===== src/rtl/mips_register_dumper_if.sv =====
// Bundle between the register dumper, the register file read ports and the word consumer.
// The master side is the dumper; the slave side is whoever feeds read data and accepts words.
interface mips_register_dumper_if #(
    parameter int ADDR_W = 5,
    parameter int DATA_W = 32
);
    logic              start;
    logic [ADDR_W-1:0] read_reg_1;
    logic [ADDR_W-1:0] read_reg_2;
    logic [DATA_W-1:0] read_data_1;
    logic [DATA_W-1:0] read_data_2;
    logic              out_valid;
    logic              out_ready;
    logic [DATA_W-1:0] out_data;
    logic [ADDR_W-1:0] out_index;
    logic              busy;
    logic              done;

    modport master (
        input  start, read_data_1, read_data_2, out_ready,
        output read_reg_1, read_reg_2, out_valid, out_data, out_index, busy, done
    );

    modport slave (
        output start, read_data_1, read_data_2, out_ready,
        input  read_reg_1, read_reg_2, out_valid, out_data, out_index, busy, done
    );
endinterface


===== src/rtl/mips_register_dumper.sv =====
// Walks the register file two registers per read cycle and streams each value out
// over valid/ready, tagged with its register index, then pulses done.
module mips_register_dumper #(
    parameter int NUM_REGS = 32,
    parameter int ADDR_W   = 5,
    parameter int DATA_W   = 32
) (
    input  logic                  clk,
    input  logic                  reset,
    mips_register_dumper_if.master bus
);
    localparam int              K_W    = ADDR_W - 1;
    localparam logic [K_W-1:0]  LAST_K = K_W'(NUM_REGS / 2 - 1);

    typedef enum logic [2:0] {
        S_IDLE,
        S_READ,
        S_SEND_A,
        S_SEND_B,
        S_DONE
    } state_t;

    state_t            r_state;
    logic [K_W-1:0]    r_k;
    logic [DATA_W-1:0] r_word_a;
    logic [DATA_W-1:0] r_word_b;
    logic [ADDR_W-1:0] r_read_reg_1;
    logic [ADDR_W-1:0] r_read_reg_2;
    logic              r_out_valid;
    logic [ADDR_W-1:0] r_out_index;
    logic              r_busy;
    logic              r_done;

    logic [K_W-1:0]    w_k_next;
    logic [DATA_W-1:0] w_out_data;

    assign w_k_next = r_k + K_W'(1);

    // NOTE: every sequential register uses <= so all of them see the pre-edge values of each other.
    always_ff @(posedge clk) begin
        if (reset) begin
            // NOTE: the captured words are reset too, so a dump abandoned by reset leaves nothing stale.
            r_state      <= S_IDLE;
            r_k          <= '0;
            r_word_a     <= '0;
            r_word_b     <= '0;
            r_read_reg_1 <= '0;
            r_read_reg_2 <= '0;
            r_out_valid  <= 1'b0;
            r_out_index  <= '0;
            r_busy       <= 1'b0;
            r_done       <= 1'b0;
        end else begin
            r_done <= 1'b0;
            case (r_state)
                S_IDLE: begin
                    if (bus.start) begin
                        r_state      <= S_READ;
                        r_k          <= '0;
                        r_read_reg_1 <= ADDR_W'(0);
                        r_read_reg_2 <= ADDR_W'(1);
                        r_busy       <= 1'b1;
                    end
                end
                S_READ: begin
                    r_word_a    <= bus.read_data_1;
                    r_word_b    <= bus.read_data_2;
                    r_out_valid <= 1'b1;
                    r_out_index <= {r_k, 1'b0};
                    r_state     <= S_SEND_A;
                end
                S_SEND_A: begin
                    if (bus.out_ready) begin
                        r_out_index <= {r_k, 1'b1};
                        r_state     <= S_SEND_B;
                    end
                end
                S_SEND_B: begin
                    if (bus.out_ready) begin
                        r_out_valid <= 1'b0;
                        if (r_k == LAST_K) begin
                            r_done  <= 1'b1;
                            r_state <= S_DONE;
                        end else begin
                            // Next pair's addresses are set up here so READ drives them from flops.
                            r_k          <= w_k_next;
                            r_read_reg_1 <= {w_k_next, 1'b0};
                            r_read_reg_2 <= {w_k_next, 1'b1};
                            r_state      <= S_READ;
                        end
                    end
                end
                S_DONE: begin
                    r_busy  <= 1'b0;
                    r_state <= S_IDLE;
                end
                default: r_state <= S_IDLE;
            endcase
        end
    end

    // NOTE: the default assignment up front keeps this mux from inferring a latch.
    always_comb begin
        w_out_data = '0;
        case (r_state)
            S_SEND_A: w_out_data = r_word_a;
            S_SEND_B: w_out_data = r_word_b;
            default:  ;
        endcase
    end

    assign bus.read_reg_1 = r_read_reg_1;
    assign bus.read_reg_2 = r_read_reg_2;
    assign bus.out_valid  = r_out_valid;
    assign bus.out_data   = w_out_data;
    assign bus.out_index  = r_out_index;
    assign bus.busy       = r_busy;
    assign bus.done       = r_done;
endmodule


===== src/flat_wrapper.sv =====
// flat-port wrapper written by rule: the top's interface ports become plain ports
module mips_register_dumper_flat 
#(
    parameter int NUM_REGS = 32,
    parameter int ADDR_W   = 5,
    parameter int DATA_W   = 32
)
  (clk, reset, bus_start, bus_read_data_1, bus_read_data_2, bus_out_ready, bus_read_reg_1, bus_read_reg_2, bus_out_valid, bus_out_data, bus_out_index, bus_busy, bus_done);
  mips_register_dumper_if #(.ADDR_W(ADDR_W), .DATA_W(DATA_W)) bus_i ();
  input  logic clk;
  input  logic reset;
  input wire logic [$bits(bus_i.start)-1:0] bus_start;
  input wire logic [$bits(bus_i.read_data_1)-1:0] bus_read_data_1;
  input wire logic [$bits(bus_i.read_data_2)-1:0] bus_read_data_2;
  input wire logic [$bits(bus_i.out_ready)-1:0] bus_out_ready;
  output wire logic [$bits(bus_i.read_reg_1)-1:0] bus_read_reg_1;
  output wire logic [$bits(bus_i.read_reg_2)-1:0] bus_read_reg_2;
  output wire logic [$bits(bus_i.out_valid)-1:0] bus_out_valid;
  output wire logic [$bits(bus_i.out_data)-1:0] bus_out_data;
  output wire logic [$bits(bus_i.out_index)-1:0] bus_out_index;
  output wire logic [$bits(bus_i.busy)-1:0] bus_busy;
  output wire logic [$bits(bus_i.done)-1:0] bus_done;
  assign bus_i.start = bus_start;
  assign bus_i.read_data_1 = bus_read_data_1;
  assign bus_i.read_data_2 = bus_read_data_2;
  assign bus_i.out_ready = bus_out_ready;
  assign bus_read_reg_1 = bus_i.read_reg_1;
  assign bus_read_reg_2 = bus_i.read_reg_2;
  assign bus_out_valid = bus_i.out_valid;
  assign bus_out_data = bus_i.out_data;
  assign bus_out_index = bus_i.out_index;
  assign bus_busy = bus_i.busy;
  assign bus_done = bus_i.done;
  mips_register_dumper #(.NUM_REGS(NUM_REGS), .ADDR_W(ADDR_W), .DATA_W(DATA_W)) u_core (.clk(clk), .reset(reset), .bus(bus_i));
endmodule

===== config.mk =====
export PLATFORM = sky130hd
export DESIGN_NAME = mips_register_dumper_flat
export DESIGN_NICKNAME = d
export VERILOG_FILES = /design/src/rtl/mips_register_dumper_if.sv /design/src/rtl/mips_register_dumper.sv /design/src/flat_wrapper.sv
export SDC_FILE = /design/constraint.sdc
export NUM_CORES = 1
export LEC_CHECK = 0
export BUFFER_PORTS_ARGS = -buffer_cell sky130_fd_sc_hd__buf_2
export CORE_MARGIN = 2
export CORE_UTILIZATION = 30
export DETAILED_ROUTE_END_ITERATION = 10
export PLACE_DENSITY = 0.5
export SLEW_MARGIN = 30
export SYNTH_ARGS = -nofsm -noshare
export SYNTH_HDL_FRONTEND = slang
export SYNTH_SLANG_ARGS = --single-unit

===== constraint.sdc =====
create_clock -name clk -period 3.5 [get_ports clk]
set_clock_uncertainty 0.15 [all_clocks]
set_input_delay 0.7 -clock clk [delete_from_list [all_inputs] [get_ports clk]]
set_output_delay 0.7 -clock clk [all_outputs]
set_load 0.1 [all_outputs]

## After elaboration in Yosys (flattened, before gate mapping)

Cells that the tools add are included.

- Flip-flop bits (word level): 89
- Word-level logic and storage cells: 58
- Output and inout bits: 50
- Input bits: 68

- Reductions and logical operators: 11
- $add $sub $neg: 1
- Bitwise gates (word level): 2
- Equal/unequal tests: 9
- Muxes and demuxes: 25

Operators by type and width:

| kind | number |
|---|---|
| 32-bit one-hot mux with 2 select lines | 1 |
| 5-bit two-way mux | 7 |
| 5-bit one-hot mux with 2 select lines | 3 |
| 3-bit two-way mux | 4 |
| 4-bit two-way mux | 3 |
| 3-bit one-hot mux with 4 select lines | 1 |
| 2-bit != test, second input constant | 4 |
| 4-bit one-hot mux with 2 select lines | 1 |
| 2-bit nonzero test | 4 |
| 3-bit by 2-bit == test with 1-bit output, second input constant | 2 |
| 2-bit AND reduction | 3 |
| 4-bit by 1-bit adder with 4-bit output, second input constant | 1 |
| 4-bit == test, second input constant | 1 |
| 1-bit one-hot mux with 2 select lines | 2 |
| 4-bit AND reduction | 1 |
| 3-bit by 1-bit == test with 1-bit output, second input constant | 1 |
| 3-bit == test, second input constant | 1 |
| 3-bit logical NOT | 1 |
| 1-bit two-way mux | 3 |
| 3-bit AND reduction | 1 |
| 3-bit OR reduction | 1 |
| 1-bit NOT | 2 |

## Longest topological paths before layout

Gate-level depths: netlist of the first run.

- Depth in word-level cells: 4
- Mapped depth: 7
- Gate-level depth less buffers: 5

## Worst setup path before layout of the first run

OpenSTA, ideal clock, no wires.

- Path kind: register to output
- Start: register u_core.r_state[2]
- End: output bus_out_data[10]
- Required time: 2,650 ps
- Cell stages (with the launch flop): 6
- Arrival time: 1,912 ps
- Slack: 738 ps
- Path buffers: 2
- Cells stage by stage: dfxtp_1 > nand2b_1 > buf_4 > nor2_1 > buf_4 > a22o_1

- Word-level cells in the longest chain between the ends: 2
- Elaborated cells between the ends (all ways): 3
- Classes of those cells: eq/ne (2); mux (1)

RTL lines:

| what | line | text |
|---|---|---|
| start: declaration | mips_register_dumper.sv:23 | `state_t r_state;` |
| start signal: assignment | mips_register_dumper.sv:43 | `r_state <= S_IDLE;` |
| start signal: assignment | mips_register_dumper.sv:58 | `r_state <= S_READ;` |
| start signal: assignment | mips_register_dumper.sv:70 | `r_state <= S_SEND_A;` |
| 3-bit by 2-bit == test with 1-bit output | mips_register_dumper.sv:105 | `case (r_state)` |
| 32-bit one-hot mux with 2 select lines * | mips_register_dumper.sv:105 |  |
| end: declaration | flat_wrapper.sv:19 | `output wire logic [$bits(bus_i.out_data)-1:0] bus_out_data;` |

Mark *: on every way between the ends. The rest lies on a longest branch, timed or not.

## Final worst setup path of the first run

- Start: register u_core.r_state[1]
- End: output bus_out_data[12]

Same word-level chain as after synthesis.

==> impl_metrics.yaml, run 1 <==
run_status:
  run_status: "complete, no violations"
synthesis:
  synth_area_leaders: "dfxtp_1, nand2_1, a21oi_1"
  ys.flop_type: "dfxtp_1"
  synth_adder_area_share_pct: 0.384
  synthSimpleGateAreaFrac_pct: 20.3
  synth_cells: 397
  synthMuxAreaShare_pct: 1.23
  yosysTopAreaCellShare_pct: 49.2
  synth_compound_area_share_pct: 21.8
  ys_seq_area_share_pct: 49.2
  synth_top_cell_by_area: "dfxtp_1"
  ys_ff_latch: 80
  syn_avg_cell_area_um2: 8.20
  synth_edf_count: 0
  syn_area_mm2: 0.00326
  synth.net_count: 466
  synthArstFlopShare_pct: 0
  synth-xor-area-share_pct: 0
  netlist-cell-type-count: 30
  synth_top_family_by_area: "compound AO/OA/AOI/OAI gates"
  synth_warnings: 0
power:
  power_leakage_nw: 1.73
  ir_drop_uv: 171
  p_sw_mw: 0.616
  power_density_mw_per_mm2: 481
  seq_power_share_pct: 51.1
  p_int_mw: 1.34
  p_clk_share_pct: 31.2
  swShare_pct: 31.5
  comb_power_share_pct: 17.8
critical_path:
  cp_max_fo: 17
  cp_data_arrival_time_ns: 2.32
  endpoint_kind: "primary output"
  cp_data_required_time_ns: 2.65
  start_kind: "flop"
  critical_path_class: "reg2out"
routing:
  num_vias: 3003
  vias_per_cell: 4.68
  postRouteAntennaNets: 0
  first_iter_violations: 140
  wl_um: 8610
  remaining_drc_errors: 0
  post_drt_wl_per_cell_um: 13.4
  firstDrtPassIters: 4
finish:
  fin_nets: 566
  n_antenna_cell: 0
  area_growth_pct: 24.7
  final_cells: 642
  drive_gt1_share_pct: 29.1
  postLayoutCellArea_mm2: 0.00406
global_route:
  grt_pass1_vias: 2781
  grt-ovfl-total: 0
  grt_pass1_wl_um: 13300
  grt_antenna_before_repair: 0
  track_usage_pct: 14.6
  grt_max_degree: 54
floorplanning:
  core_mm2: 0.0107
  fp.dieArea_mm2: 0.0117
  num_rows: 38
  io_pins: 118
  die_w_um: 108
  initial_core_util_pct: 30.4
  die_h_um: 108
timing:
  slew_viol_final: 0
  rsz0062_at_grt: "false"
  worstMarginPinSlew_ns: 0.993
  finalCritPeriodShare_pct: 90.6
  min_period_ns: 3.17
  relSlewSlack_pct: 33.8
  finalHoldViolCount: 0
  setup_tns_ns: 0
  setup_viol: 0
  max_freq_mhz: 315
run:
  cap_violations: 0
hold_path:
  hold_path_class: "reg2reg"
placement:
  place_area_mm2: 0.00389
  hpwl_um: 5790
  numPlacedInstances: 626
  gp_congestion: 0.769
  io_buffers: 116
clocking:
  clk_latency_ns: 0.34
  cts_buffer_depth: 2
  cts_root_buf: "clkbuf_8"
  cts_hold_buf: 0
  htree_levels: 3
  cts.sinks: 80
  clk_transition_reported_paths_ns: 0.08
  cts_setup_buffers: 0
  cts_tree: "yes"
  cts_made_buffers: 9
  post_cts_resized: 0
==> cell usage after synthesis, drive strengths merged, types with 2 or more instances <==
cell,instances
buf,20
and3,2
mux2i,4
nor4,3
nand2,131
clkbuf,15
a21oi,70
nand2b,7
nand3b,4
o21ai,2
nor2,10
dfxtp,80
inv,5
a22o,32
==> per-layer routing <==
metal / track usage (%) / vias up / share of wire [%]
li1: - / 1532 / -
met1: 19.3 / 1363 / 48
met2: 23.2 / 96 / 45
met3: 2.65 / 12 / 5.6
met4: 6.32 / 0 / 1.6
met5: 0 / - / 0
==> sequential cells by signal, summed over array words and instances, names as in the netlist <==
register / cells
u_core.r_word_a: 32
u_core.bus.busy: 1
u_core.bus.done: 1
u_core.bus.out_index: 5
u_core.bus.out_valid: 1
u_core.r_state: 3
u_core.bus.read_reg_2: 5
u_core.r_word_b: 32
==> final timing paths <==
check                           from                  to  slack, ns  cells past startpoint
setup / recovery   u_core.r_state[1]    bus_out_data[12]       0.33                      5
hold / removal    u_core.r_word_b[6]  u_core.r_word_b[6]       0.31                      2
setup reg to reg   u_core.r_state[2]  u_core.r_word_a[7]       1.16                      5
hold reg to reg   u_core.r_word_b[6]  u_core.r_word_b[6]       0.31                      2
==> cells in the final DEF, fill, tap and decap left out, drive strengths merged <==
master and instances:
clkbuf 10, nand2b 7, a22o 32, mux2i 4
clkinvlp 2, a22oi 1, and3 2, a21oi 70
o221ai 1, o31ai 1, o32a 1, nand3 1
o22ai 1, clkinv 4, nor2 10, nor4 3
o32ai 1, nand3b 4, nand2 131, or3 1
conb 1, inv 5, dfxtp 80, buf 124
ha 1, o21ai 2, a221oi 1, or3b 1
==> power by group through the flow <==
stage	combinational, mW	sequential, mW	clock (mW)
finish	0.347	0.997	0.609
global route	0.379	1.00	0.674
CTS	0.352	0.997	0.640
detailed placement	0.351	1.02	0
floorplan	0.235	1.04	0
global placement	0.349	1.02	0
==> cell type report <==
cell class	count	area (um^2)
clock inverter	6	35.0
inverter	5	18.8
timing repair buffer	124	653
fill	1148	6640
tap	140	175
multi-input combinational	277	1440
clock buffer	10	138
sequential	80	1600
==> kinds of logic after synthesis <==
logic type / after synthesis
AO/OA/AOI/OAI: 111
buffers and inverters: 40
flip-flops: 80
adder cells (fa/ha/maj): 1
multiplexers: 4
AND/OR/NAND/NOR: 160
other: 1
==> metrics by stage <==
stage | worst slack, ns | utilization (%) | power, mW | hold WS (ns)
finish | 0.328 | 38.0 | 1.95 | 0.305
global route | 0.161 | 38.0 | 2.06 | 0.321
CTS | 0.305 | 38.0 | 1.99 | 0.307
detailed placement | 0.714 | 36.4 | 1.37 | 0.296
global placement | 0.768 | 36.4 | 1.37 | 0.293
floorplan | 0.738 | - | 1.28 | 0.286
==> critical path, stage by stage (launching register included) <==
cell and delay, ns:
dfxtp_1 0.54, nand2b_1 0.15, nor2_2 0.36, buf_4 0.32, a22o_1 0.18, buf_2 0.42
Power figures use the tool's default switching activity.
==> run 2: changes to the inputs <==
- CTS_BUF_LIST: unset -> sky130_fd_sc_hd__clkbuf_4
- clock period: 3.5 -> 3.3 ns (I/O delays scaled with it)
==> impl_metrics.yaml, run 2 (synthesized netlist as in run 1, its figures left out) <==
run_status:
  run_status: "complete, no violations"
floorplanning:
  num_rows: 38
  fp.dieArea_mm2: 0.0117
  die_h_um: 108
  core_mm2: 0.0107
  die_w_um: 108
  io_pins: 118
  initial_core_util_pct: 30.4
global_route:
  grt_max_degree: 43
  grt_antenna_before_repair: 1
  track_usage_pct: 14.8
  grt_pass1_vias: 2852
  grt-ovfl-total: 0
  grt_pass1_wl_um: 13600
critical_path:
  r2r_cells: 5
  critical_path_class: "reg2out"
  cp_max_fo: 26
  cp_data_arrival_time_ns: 2.28
  cp_data_required_time_ns: 2.49
  start_kind: "flop"
  endpoint_kind: "primary output"
routing:
  post_drt_wl_per_cell_um: 13.1
  remaining_drc_errors: 0
  num_vias: 3006
  firstDrtPassIters: 7
  postRouteAntennaNets: 0
  wl_um: 8400
  first_iter_violations: 141
  vias_per_cell: 4.68
timing:
  relSlewSlack_pct: 48.2
  slew_viol_final: 0
  setup_tns_ns: 0
  finalCritPeriodShare_pct: 93.6
  max_freq_mhz: 324
  worstMarginPinSlew_ns: 0.776
  rsz0062_at_grt: "false"
  finalHoldViolCount: 0
  setup_viol: 0
  min_period_ns: 3.09
finish:
  final_cells: 642
  area_growth_pct: 23.4
  drive_gt1_share_pct: 28.3
  final_common_cell: "nand2_1"
  final_cell_mix: "nand2_1, buf_2, dfxtp_1"
  fin_nets: 565
  top_regs: "u_core.r_word_a x32, u_core.r_word_b x32"
power:
  ir_drop_uv: 144
  power_leakage_nw: 1.70
  power_density_mw_per_mm2: 474
clocking:
  cts_setup_buffers: 0
  clk_latency_ns: 0.40
  cts_root_buf: "clkbuf_4"
  htree_levels: 3
  clk_transition_reported_paths_ns: 0.13
  cts_tree: "yes"
  cts_made_buffers: 9
  cts.sinks: 80
  cts_buffer_depth: 2
placement:
  gp_congestion: 0.714
  io_buffers: 116
  numPlacedInstances: 625
  hpwl_um: 5720
hold_path:
  whs_path_depth: 2
  hold_path_class: "reg2reg"
run:
  cap_violations: 0
-- run 2: cell types whose count changed in the layout (fill, tap and decap cells not counted), sizes merged --
cell | previous run | this run
buf | 124 | 122
clkinvlp | 2 | 3
diode | 0 | 1
-- run 2: per-stage QoR --
stage                     hold WS, ns  total power, mW  setup WS (ns)  area, um^2  util [%]
after global placement          0.290             1.45          0.670        3910      36.5
final                           0.311             1.91          0.212        4020      37.6
after detailed placement        0.296             1.45          0.679        3910      36.5
after CTS                       0.283             1.94          0.163        4020      37.5
after floorplan                 0.286             1.35          0.578        3260         -
after global routing            0.289             2.02        0.00140        4020      37.6
-- run 2: critical path, stage by stage, from the launching register on --
cell,delay [ns]
dfxtp_1,0.56
inv_1,0.19
nor2_4,0.30
buf_12,0.22
a22o_1,0.15
buf_2,0.42
-- run 2: per-layer routing --
layer	up-vias	wire length (um)	track usage, %
li1	1537	-	-
met1	1384	3850	18.7
met2	77	3970	23.7
met3	8	471	3.74
met4	0	108	6.41
met5	-	0	0
-- run 2: area by class of cell --
type | count | area, um^2
repair buffers | 123 | 676
diodes | 1 | 2.50
well taps | 140 | 175
inverters | 5 | 18.8
fillers | 1153 | 6680
flip-flops and latches | 80 | 1600
multi-input cells | 277 | 1440
clock buffers | 9 | 67.6
clock inverters | 7 | 38.8
-- run 2: final timing paths --
kind / start / endpoint / slack, ns
max: u_core.r_state[1] / bus_out_data[20] / 0.21
max reg2reg: u_core.r_state[2] / u_core.r_word_a[25] / 1.11
min: u_core.bus.read_reg_2[0] / u_core.bus.read_reg_2[0] / 0.31
min reg2reg: u_core.bus.read_reg_2[0] / u_core.bus.read_reg_2[0] / 0.31
-- run 2: repair_timing --
item | CTS | global route
gates resized for setup | 0 | 1
hold buffers | 0 | 0
setup endpoints to repair | 0 | 1
-- run 2: report_power, final --
| part | leakage (nW) | total, mW | switching [mW] | internal [mW] |
|---|---|---|---|---|
| logic | 0.997 | 0.369 | 0.260 | 0.110 |
| clock network | 0.0505 | 0.479 | 0.333 | 0.146 |
| registers | 0.652 | 1.06 | 0.0344 | 1.02 |
| total | 1.70 | 1.91 | 0.627 | 1.28 |
